### src/rtl/btn_pulse_sched.sv
// Debounced button edges, latched as pending requests and granted one at a time over valid/ready.
// Round-robin by default; defining SCHED_FIXED_PRIO_EN selects fixed lowest-index priority.
module btn_pulse_sched #(
  parameter int N_REQ   = 4,
  parameter int IDX_W   = 2,
  parameter int HOLDOFF = 3
) (
  input  logic             clk,
  input  logic             clear_in,
  input  logic             tick,
  input  logic [N_REQ-1:0] req_in,
  input  logic             out_ready,
  input  logic             clr_ovf,
  output logic             out_valid,
  output logic [IDX_W-1:0] out_idx,
  output logic             busy,
  output logic [N_REQ-1:0] overflow
);

  typedef enum logic [1:0] {IDLE, GRANT, HOLD} state_t;

  localparam logic [3:0] HOLD_LOAD = 4'((HOLDOFF > 0) ? HOLDOFF - 1 : 0);

  state_t           state, state_nxt;
  logic [N_REQ-1:0] s0, s1;
  logic [N_REQ-1:0] pending, pending_nxt, overflow_nxt;
  logic [N_REQ-1:0] rise, clr_vec, ovf_set;
  logic [3:0]       hold_cnt, hold_cnt_nxt;
  logic             valid_nxt, hs;
  logic [IDX_W-1:0] idx_nxt, win_idx, idx_inc;

  function automatic logic [IDX_W-1:0] lowest(input logic [N_REQ-1:0] v);
    lowest = '0;
    for (int k = N_REQ - 1; k >= 0; k--) begin
      if (v[k]) lowest = IDX_W'(k);
    end
  endfunction

  // The oldest sample never feeds the qualifier, so only two sample stages are kept.
  assign rise    = {N_REQ{tick}} & req_in & s0 & ~s1;
  assign hs      = out_valid & out_ready;
  assign clr_vec = hs ? (N_REQ'(1) << out_idx) : '0;
  assign ovf_set = rise & pending & ~clr_vec;

  assign pending_nxt  = (pending & ~clr_vec) | rise;
  assign overflow_nxt = (clr_ovf ? '0 : overflow) | ovf_set;
  assign idx_inc      = (out_idx == IDX_W'(N_REQ - 1)) ? '0 : out_idx + IDX_W'(1);

`ifdef SCHED_FIXED_PRIO_EN
  assign win_idx = lowest(pending);
`else
  logic [IDX_W-1:0] rr_ptr, rr_nxt;
  logic [N_REQ-1:0] hi_mask, masked;

  // Channels at or above the pointer win first; otherwise wrap to the lowest pending.
  assign hi_mask = {N_REQ{1'b1}} << rr_ptr;
  assign masked  = pending & hi_mask;
  assign win_idx = (|masked) ? lowest(masked) : lowest(pending);
`endif

  always_comb begin
    state_nxt    = state;
    valid_nxt    = out_valid;
    idx_nxt      = out_idx;
    hold_cnt_nxt = hold_cnt;
`ifndef SCHED_FIXED_PRIO_EN
    rr_nxt       = rr_ptr;
`endif
    case (state)
      IDLE: begin
        if (|pending) begin
          idx_nxt   = win_idx;
          valid_nxt = 1'b1;
          state_nxt = GRANT;
        end
      end
      GRANT: begin
        if (hs) begin
          valid_nxt = 1'b0;
`ifndef SCHED_FIXED_PRIO_EN
          rr_nxt    = idx_inc;
`endif
          if (HOLDOFF == 0) begin
            state_nxt = IDLE;
          end else begin
            hold_cnt_nxt = HOLD_LOAD;
            state_nxt    = HOLD;
          end
        end
      end
      HOLD: begin
        if (hold_cnt == 4'd0) state_nxt = IDLE;
        else                  hold_cnt_nxt = hold_cnt - 4'd1;
      end
      default: state_nxt = IDLE;
    endcase
  end

  always_ff @(posedge clk) begin
    if (clear_in) state <= IDLE;
    else          state <= state_nxt;
  end

  always_ff @(posedge clk) begin
    if (clear_in) begin
      s0        <= '0;
      s1        <= '0;
      pending   <= '0;
      overflow  <= '0;
      hold_cnt  <= '0;
      out_valid <= 1'b0;
      out_idx   <= '0;
      busy      <= 1'b0;
`ifndef SCHED_FIXED_PRIO_EN
      rr_ptr    <= '0;
`endif
    end else begin
      if (tick) begin
        s1 <= s0;
        s0 <= req_in;
      end
      pending   <= pending_nxt;
      overflow  <= overflow_nxt;
      hold_cnt  <= hold_cnt_nxt;
      out_valid <= valid_nxt;
      out_idx   <= idx_nxt;
      busy      <= (state_nxt != IDLE);
`ifndef SCHED_FIXED_PRIO_EN
      rr_ptr    <= rr_nxt;
`endif
    end
  end

  // idx_inc is only consumed by the round-robin pointer.
`ifdef SCHED_FIXED_PRIO_EN
  logic unused_idx_inc;
  assign unused_idx_inc = ^idx_inc;
`endif

endmodule

### config.mk
export PLATFORM = sky130hd
export DESIGN_NAME = btn_pulse_sched
export DESIGN_NICKNAME = d
export VERILOG_FILES = /design/src/rtl/btn_pulse_sched.sv
export SDC_FILE = /design/constraint.sdc
export NUM_CORES = 1
export LEC_CHECK = 0
export BUFFER_PORTS_ARGS = -buffer_cell sky130_fd_sc_hd__buf_2
export CORE_ASPECT_RATIO = 0.6
export CORE_MARGIN = 4
export CORE_UTILIZATION = 30
export DETAILED_ROUTE_END_ITERATION = 10
export PLACE_DENSITY_LB_ADDON = 0.1
export SYNTH_ARGS = -nofsm -noshare
export SYNTH_HDL_FRONTEND = slang
export SYNTH_SLANG_ARGS = --single-unit
### constraint.sdc
create_clock -name clk -period 4.12 [get_ports clk]
set_input_delay 1.03 -clock clk [delete_from_list [all_inputs] [get_ports clk]]
set_output_delay 1.03 -clock clk [all_outputs]
set_load 0.005 [all_outputs]
==> results of run 1 <==
## logic make-up (layout without fill, tap and decap cells)
group,Yosys count,count (layout)
AO/OA/AOI/OAI,30,30
flip-flops,28,28
buffers and inverters,11,26
AND/OR/NAND/NOR,49,49
adder cells (fa/ha/maj),5,5
multiplexers,9,9
## metal layers
layer  wire, microns  global-route usage, %  vias to the layer above
met4              17                   1.96                        0
met1            1420                   15.7                      488
li1                -                      -                      512
met3             119                   3.89                        4
met5               0                      0                        -
met2            1060                   14.9                       17
## how the worst min path moves through the flow
stage                      from  depth (start not counted)  slack, ns     endpoint
finish                    s1[0]                          2       0.49        s1[0]
global route        overflow[2]                          2       0.52  overflow[2]
CTS                       s1[0]                          2       0.50        s1[0]
detailed placement  overflow[2]                          2       0.48  overflow[2]
global placement    overflow[2]                          2       0.45  overflow[2]
floorplan                 s1[0]                          2       0.45        s1[0]
## power by group through the flow
| stage | sequential (uW) | clock (uW) | combinational [uW] |
|---|---|---|---|
| 6_report | 288 | 167 | 38.3 |
| 5_1_grt | 290 | 183 | 44.1 |
| 4_1_cts | 288 | 173 | 39.0 |
| 3_5_place_dp | 294 | 0 | 38.9 |
| 3_3_place_gp | 293 | 0 | 38.0 |
| 2_1_floorplan | 291 | 0 | 28.3 |
## flip-flops by register name (all words and copies together) (netlist names)
name and cells:
hold_cnt 4, overflow 4, pending 4, s0 4, s1 4, out_idx 2
rr_ptr 2, state 2, busy 1, out_valid 1
## cell type report
class                           instances  area share [%]
Tap cell                               47            4.19
Inverter                                6            1.60
Multi-Input combinational cell         93            44.7
Sequential cell                        28            39.9
Clock buffer                            4            3.92
Timing Repair Buffer                   16            5.70
## synth_stat cells, drive strengths merged
cell and number:
o41ai 2, buf 3, and3 1, nor2 19, clkbuf 2, nand2b 6, mux2i 9, a21oi 13
nand2 4, or3 2, o21ai 2, a21boi 1, a211o 2, a311oi 1, and4b 4, inv 6
nor3b 1, ha 5, a32oi 4, nor2b 2, o211ai 2, nand3 5, a21o 2, dfxtp 28
or3b 1, a31oi 1, nand4b 1, or4 3
## stage by stage
| stage | utilization (%) | total power, uW | instances | instance area, sq um |
|---|---|---|---|---|
| 5_1_grt | 36.9 | 517 | 194 | 1410 |
| 2_1_floorplan | - | 319 | 132 | 1230 |
| 3_5_place_dp | 35.5 | 333 | 190 | 1350 |
| 4_1_cts | 36.9 | 500 | 194 | 1410 |
| 3_3_place_gp | 35.5 | 332 | 190 | 1350 |
| 6_report | 36.9 | 493 | 194 | 1410 |
==> metrics.txt, run 1 <==
outcome finished clean; Setup Slack @ Placement 2.08 ns; area of the core 3810 sq um; Netlist Area Pre-Place 1230 sq um; crit path buf inv count 1; crit path max fanout 8; post-synthesis sequential area ratio 45.5%; RSZ-0062 raised after global routing no; crit end category primary output; relative slew slack 67.1%; Final Max Slew Viols 0; Worst Max-Slew Pin Slew 0.494 ns; Area growth, synth to finish 14.0%; multiplexer share of the synthesized area 7.31%; Final GP Congestion 0.788; most frequent cells in the layout dfxtp_1 (28), nor2_1 (19), buf_2 (16); Setup Skew 0.00133 ns; H-tree depth 1; I/O pin count 17; Compound-Gate Fraction of Synth Area 16.0%; power share of the combinational group 7.8%; CTS clk-pin slew, worst paths 0.09 ns; reg2reg start hold_cnt[0]; critical path depth in cells 1; Synth Instances 132; r2r worst-path depth 5; crit path capture out_valid; antenna violations before repair 0; clock root buffer clkbuf_8; Yosys top cell area share 45.5%; Arr. time, crit path 0.93 ns; Vias 1021; largest net degree at the start of global routing 29; CP max stage cell dfxtp_1; Netlist cell types 30; FF/Latch Area 561 sq um; cell-internal power 381 uW; Row Count 17; layout filler cell count 385; die extent in x 90.7 microns; clock network power share 33.9%; YS warnings 0; DIE HEIGHT 57.6 microns; grt ovf 0; 1st-pass router iterations 4; fin crit share 47.7%; Crit. Startpoint out_valid; IO buf count 16; Setup Crit Path Kind flop to primary output; CTS tree built; adder-cell share of the synthesized area 5.08%; Final Worst Setup Slack 2.16 ns; main combinational cell family by area after synthesis simple AND/OR/NAND/NOR gates; crit path cell chain buf_2; Peak VDD IR 0.139 mV; area occupied by multi-input gates 628 sq um; total negative slack 0 ns; Num CTS Buffers 3; DR WL/cell 13.5 microns; synthesized-area fraction occupied by xor and xnor cells 0%; Leakage 0.000602 uW; Required @ worst endpoint 3.09 ns; Crit path largest cell delay 0.49 ns; Tmin final 1.96 ns; Hold WS 0.493 ns; nets 162; R2R setup slack 2.61 ns; largest area contributor in the netlist dfxtp_1; Die ar. 5230 sq um; synth top area cells dfxtp_1 (45%), mux2i_1 (7.3%), nor2_1 (5.8%); Yosys reg bits 28; clk buf depth 2; Initial Util 32.4%; vias in the first global route 922; reg-to-reg endpoint hold_cnt[3]; Starting DRT DRC Count 30; Post-CTS Hold Buffers 0; Antenna diodes 0; pwr dens 351 nW/um^2; Switching Power 112 uW; post-cts resize count 0; Top delay family on crit path flip-flops; syn avg cell area 9.34 sq um; CTS sink cnt 28; first-pass GRT wire length 4480 microns; CP startpoint kind flop; Seq pwr share 58.3%; global-route usage over all layers 10.6%; later-pin clock latency in the skew report 0.27 ns; antenna viol nets, final 0; Synth Area in Simple Gates 22.5%; Post-CTS Setup Repair Bufs 0; Detail Placement HPWL 2020 microns; Sw Ratio 22.7%; Post-Route WL 2610 microns; syn nets 146; Final setup viols 0; commonest non-fill, non-tap cell in the layout dfxtp_1; layout cells sized above 1 15.0%; hold crit path type flop to flop; maxcap violations 0; Residual DRC 0; FMAX 509 MHz; endpoints failing hold 0; vias per cell 5.26
Power figures use the tool's default switching activity.
==> inputs of run 2 (changes only) <==
==> constraint.sdc (replaced) <==
create_clock -name clk -period 1.7 [get_ports clk]
set_input_delay 0.425 -clock clk [delete_from_list [all_inputs] [get_ports clk]]
set_output_delay 0.425 -clock clk [all_outputs]
set_load 0.005 [all_outputs]
==> run 2 against run 1 <==
  * Total power grew to 2.7 times the previous value
  * Clock power rose to 3.2 times the previous value
  * Sequential share of layout area is 1.3 points lower
  * Worst hold slack got worse by 0.097 ns
  * Global-route usage is 0.78 points higher
  * Non-clock buffer count increased by 4
  * Count of clock-buffer cells in the layout is 1 lower
  * Combinational power increased to 2.8 times the previous value
  * Clock skew is 0.011 ns higher
  * Largest power group unchanged
  * Highest routed layer unchanged
==> metrics.txt, run 2 (same netlist as run 1, synthesis figures left out) <==
FMAX 656 MHz; CTS clk-pin slew, worst paths 0.11 ns (+0.02 ns); CP startpoint kind flop; relative slew slack 77.0% (+9.9 points); final design utilization 38.1% (+1.2 points); Leakage 0.000628 uW (+4.3%); clk buf depth 2 (unchanged); CTS tree built; commonest non-fill, non-tap cell in the layout dfxtp_1; pwr dens 922 nW/um^2 (+160%); fin crit share 89.7%; post-layout total power 1340 uW (+170%); vias per cell 5.31 (+0.86%); most frequent cells in the layout dfxtp_1 (28), nor2_1 (19), buf_2 (16); post-cts resize count 0 (unchanged); Row Count 17 (unchanged); vias in the first global route 930 (+0.87%); RSZ-0062 raised after global routing no; Vias 1051 (+2.9%); Post-CTS Hold Buffers 0 (unchanged); nets 166 (+2.5%); Final setup viols 0 (unchanged); CTS sink cnt 28 (unchanged); Area growth, synth to finish 17.8%; antenna violations before repair 0 (unchanged); endpoints failing hold 0 (unchanged); crit end category flop; Final Max Slew Viols 0 (unchanged); total negative slack 0 ns (unchanged); layout cells sized above 1 17.2% (+2.3 points); H-tree depth 1 (unchanged); IO buf count 16 (unchanged); clock root buffer clkbuf_8; Post-CTS Setup Repair Bufs 0 (unchanged); global-route usage over all layers 11.4% (+0.78 points); largest net degree at the start of global routing 18 (-38%); Required @ worst endpoint 1.92 ns (-1.17 ns); hold crit path type primary input to flop; Setup Slack @ Placement 0.212 ns (-1.87 ns); Setup Skew 0.0125 ns (+0.0112 ns); Detail Placement HPWL 2300 microns (+14%); Antenna diodes 0 (unchanged); Worst Max-Slew Pin Slew 0.345 ns (-0.149 ns); Die ar. 5230 sq um (unchanged); 1st-pass router iterations 4 (unchanged); grt ovf 0 (unchanged); antenna viol nets, final 0 (unchanged); DIE HEIGHT 57.6 microns (unchanged); Starting DRT DRC Count 60 (+100%); Final GP Congestion 0.720 (-8.6%); Arr. time, crit path 1.74 ns (+0.81 ns); later-pin clock latency in the skew report 0.28 ns (about the same); DR WL/cell 14.9 microns (+11%); Tmin final 1.52 ns; Initial Util 32.4% (unchanged); crit path max fanout 3 (-5); Peak VDD IR 0.333 mV (+140%); Num CTS Buffers 3 (unchanged); I/O pin count 17 (unchanged); die extent in x 90.7 microns (unchanged); Residual DRC 0 (unchanged); first-pass GRT wire length 4660 microns (+4.0%); Final Worst Setup Slack 0.176 ns (-1.98 ns); area of the core 3810 sq um (unchanged); outcome finished clean; maxcap violations 0 (unchanged); Post-Route WL 2950 microns (+13%); Setup Crit Path Kind flop to flop
run 2: worst max-delay path, stage by stage (launching register included):
cell and delay (ns):
dfxtp_1 0.36, inv_1 0.06, ha_1 0.22, nor3b_1 0.17
or4_1 0.48, a21oi_1 0.17
run 2: worst paths after layout:
path	startpoint	to	slack [ns]	cells after the start
setup / recovery	hold_cnt[0]	hold_cnt[3]	0.18	5
hold / removal	req_in[2]	s0[2]	0.40	3
setup reg to reg	hold_cnt[0]	hold_cnt[3]	0.18	5
hold reg to reg	rr_ptr[0]	rr_ptr[0]	0.49	2
run 2: area by class of cell:
| type | instances | area (sq um) |
|---|---|---|
| fill | 382 | 2360 |
| multi-input combinational | 93 | 628 |
| sequential | 28 | 561 |
| timing repair buffer | 20 | 110 |
| tap | 47 | 58.8 |
| clock buffer | 3 | 41.3 |
| clock inverter | 1 | 30.0 |
| inverter | 6 | 22.5 |
run 2: where the power goes:
| group | leakage (uW) | internal (uW) | switching (uW) |
|---|---|---|---|
| registers | 0.000227 | 677 | 17.6 |
| clock network | 0.0000357 | 316 | 219 |
| logic | 0.000365 | 47.1 | 61.5 |
| total | 0.000628 | 1040 | 298 |
run 2: stage by stage:
| step | cells | area [sq um] | hold WS, ns |
|---|---|---|---|
| finish | 198 | 1450 | 0.396 |
| global route | 198 | 1450 | 0.400 |
| floorplan | 132 | 1230 | 0.453 |
| CTS | 198 | 1450 | 0.393 |
| global placement | 194 | 1380 | 0.455 |
| detailed placement | 194 | 1380 | 0.470 |
run 2: per-layer routing:
layer  up-vias  share of wire, %  track usage [%]
li1        512                 -                -
met1       497                49             16.7
met2        40                42             16.2
met3         2               9.3             3.89
met4         0              0.34             2.18
met5         -                 0                0
==> inputs of run 3 (changes only) <==
--- a/config.mk
+++ b/config.mk
@@ -8,7 +8,8 @@
 export BUFFER_PORTS_ARGS = -buffer_cell sky130_fd_sc_hd__buf_2
 export CORE_ASPECT_RATIO = 0.6
 export CORE_MARGIN = 4
-export CORE_UTILIZATION = 30
+export CORE_UTILIZATION = 40
+export CTS_BUF_LIST = sky130_fd_sc_hd__clkbuf_2
 export DETAILED_ROUTE_END_ITERATION = 10
 export PLACE_DENSITY_LB_ADDON = 0.1
 export SYNTH_ARGS = -nofsm -noshare
==> run 3 against run 2 <==
  * Via count shrank 0.86%
  * Clock skew grew 0.0086 ns
  * Global-route usage grew 2.7 points
  * Setup slack lost 0.023 ns
  * Flip-flop and latch count is the same
  * Fmax shrank 1.5%
  * Utilization grew 10 points
  * Largest cell class unchanged
  * Critical path depth is the same
  * Sequential power grew 1%
  * Worst hold slack lost 0.11 ns
  * Die area shrank 22%
  * Largest power group unchanged
==> metrics.txt, run 3 (same netlist as run 1, synthesis figures left out) <==
CTS sink cnt 28 (unchanged); Tmin final 1.55 ns (+0.0229 ns); DR WL/cell 14.4 microns (-3.6%); CTS tree built; fin crit share 91.0% (+1.3 points); I/O pin count 17 (unchanged); Worst Max-Slew Pin Slew 0.325 ns (-0.0199 ns); relative slew slack 78.3% (+1.3 points); Final Max Slew Viols 0 (unchanged); largest net degree at the start of global routing 17 (-1); FMAX 646 MHz (-1.5%); post-route insts no fill 191 (-3.5%); Area growth, synth to finish 13.9%; Post-Route WL 2750 microns (-7.0%); crit path max fanout 3 (unchanged); clk buf depth 2 (unchanged); Final setup viols 0 (unchanged); antenna viol nets, final 0 (unchanged); Setup Slack @ Placement 0.224 ns (+0.0129 ns); Num CTS Buffers 3 (unchanged); later-pin clock latency in the skew report 0.37 ns (+0.09 ns); Leakage 0.000609 uW (-3.1%); Row Count 15 (-2); area occupied by multi-input gates 628 sq um (unchanged); grt ovf 0 (unchanged); hold crit path type primary input to flop; maxcap violations 0 (unchanged); CTS clk-pin slew, worst paths 0.27 ns (+0.16 ns); routed wl met2 1170 microns (-5.7%); post-cts resize count 0 (unchanged); H-tree depth 1 (unchanged); DIE HEIGHT 51.0 microns (-12%); Initial Util 42.4% (+10 points); commonest non-fill, non-tap cell in the layout dfxtp_1; Setup Crit Path Kind flop to flop; global-route usage over all layers 14.1% (+2.7 points); Setup Skew 0.0211 ns (+0.00858 ns); CP startpoint kind flop; pwr dens 855 nW/um^2 (-7.2%); Residual DRC 0 (unchanged); first-pass GRT wire length 4350 microns (-6.7%); outcome finished clean; vias in the first global route 914 (-1.7%); RSZ-0062 raised after global routing no; Die ar. 4060 sq um (-22%); Vias 1042 (-0.86%); crit end category flop; crit path buf inv count 1 (unchanged); Final Worst Setup Slack 0.153 ns (-0.0229 ns); Top delay family on crit path simple AND/OR/NAND/NOR gates; most frequent cells in the layout dfxtp_1 (28), nor2_1 (19), buf_2 (16); vias per cell 5.46 (+2.8%); IO buf count 16 (unchanged); Detail Placement HPWL 2120 microns (-7.7%); layout filler cell count 278 (-27%); layout cells sized above 1 16.1% (-1.1 points); die extent in x 79.7 microns (-12%); DR top layer met4; Arr. time, crit path 1.86 ns (+0.12 ns); Peak VDD IR 0.372 mV (+12%); Final GP Congestion 0.774 (+7.4%); FF/Latch Area 561 sq um (unchanged); total negative slack 0 ns (unchanged); Crit path largest cell delay 0.41 ns (-0.07 ns); CP max stage cell or3b_1; clock root buffer clkbuf_2; final design utilization 48.3% (+10 points); routed wl met3 158 microns (-42%); Cells after DPL 187 (-3.6%); Starting DRT DRC Count 68 (+13%); 1st-pass router iterations 4 (unchanged); Required @ worst endpoint 2.01 ns (+0.09 ns); nets 164 (-1.2%); Antenna diodes 0 (unchanged); area of the core 2910 sq um (-24%); antenna violations before repair 0 (unchanged); Post-CTS Setup Repair Bufs 0 (unchanged); M1 WL 1410 microns (-1.8%); crit path cell chain inv_1 > ha_1 > or3b_1 > and3_1 > a311oi_1; Post-CTS Hold Buffers 0 (unchanged); endpoints failing hold 0 (unchanged)
run 3: cell types whose count changed in the layout (fill, tap and decap cells not counted), sizes merged:
| cell | before | now |
|---|---|---|
| buf | 20 | 18 |
run 3: cell type report:
class / instances / share of cell area (%)
sequential: 28 / 39.9
clock buffer: 3 / 1.07
timing repair buffer: 18 / 6.77
clock inverter: 1 / 2.14
inverter: 6 / 1.60
tap: 42 / 3.74
multi-input combinational: 93 / 44.7
run 3: power by group:
part           switching, uW  internal, uW  total [uW]
sequential              21.3           680         701
clock                    199           202         401
combinational           56.3          42.5        98.8
run 3: worst min-delay path, stage by stage:
cell	delay, ns
buf_2	0.09
mux2i_1	0.06
nor2_1	0.07
run 3: per-stage QoR:
stage                     total power, uW  area [sq um]  hold slack (ns)
after floorplan                       773          1230            0.453
after global placement                804          1360            0.455
after detailed placement              811          1360            0.476
after CTS                            1210          1400            0.286
after global routing                 1260          1400            0.252
final                                1200          1400            0.283
run 3: path summary, 6_finish.rpt:
| kind | slack [ns] | endpoint | startpoint | depth (start not counted) |
|---|---|---|---|---|
| max | 0.15 | hold_cnt[1] | hold_cnt[0] | 5 |
| min reg2reg | 0.51 | rr_ptr[0] | rr_ptr[0] | 2 |
| max reg2reg | 0.15 | hold_cnt[1] | hold_cnt[0] | 5 |
| min | 0.28 | s0[2] | req_in[2] | 3 |
run 3: routing by layer:
metal  up-vias  track usage [%]
li1        509                -
met1       509             20.9
met2        22             20.1
met3         2             4.40
met4         0             2.57
met5         -                0
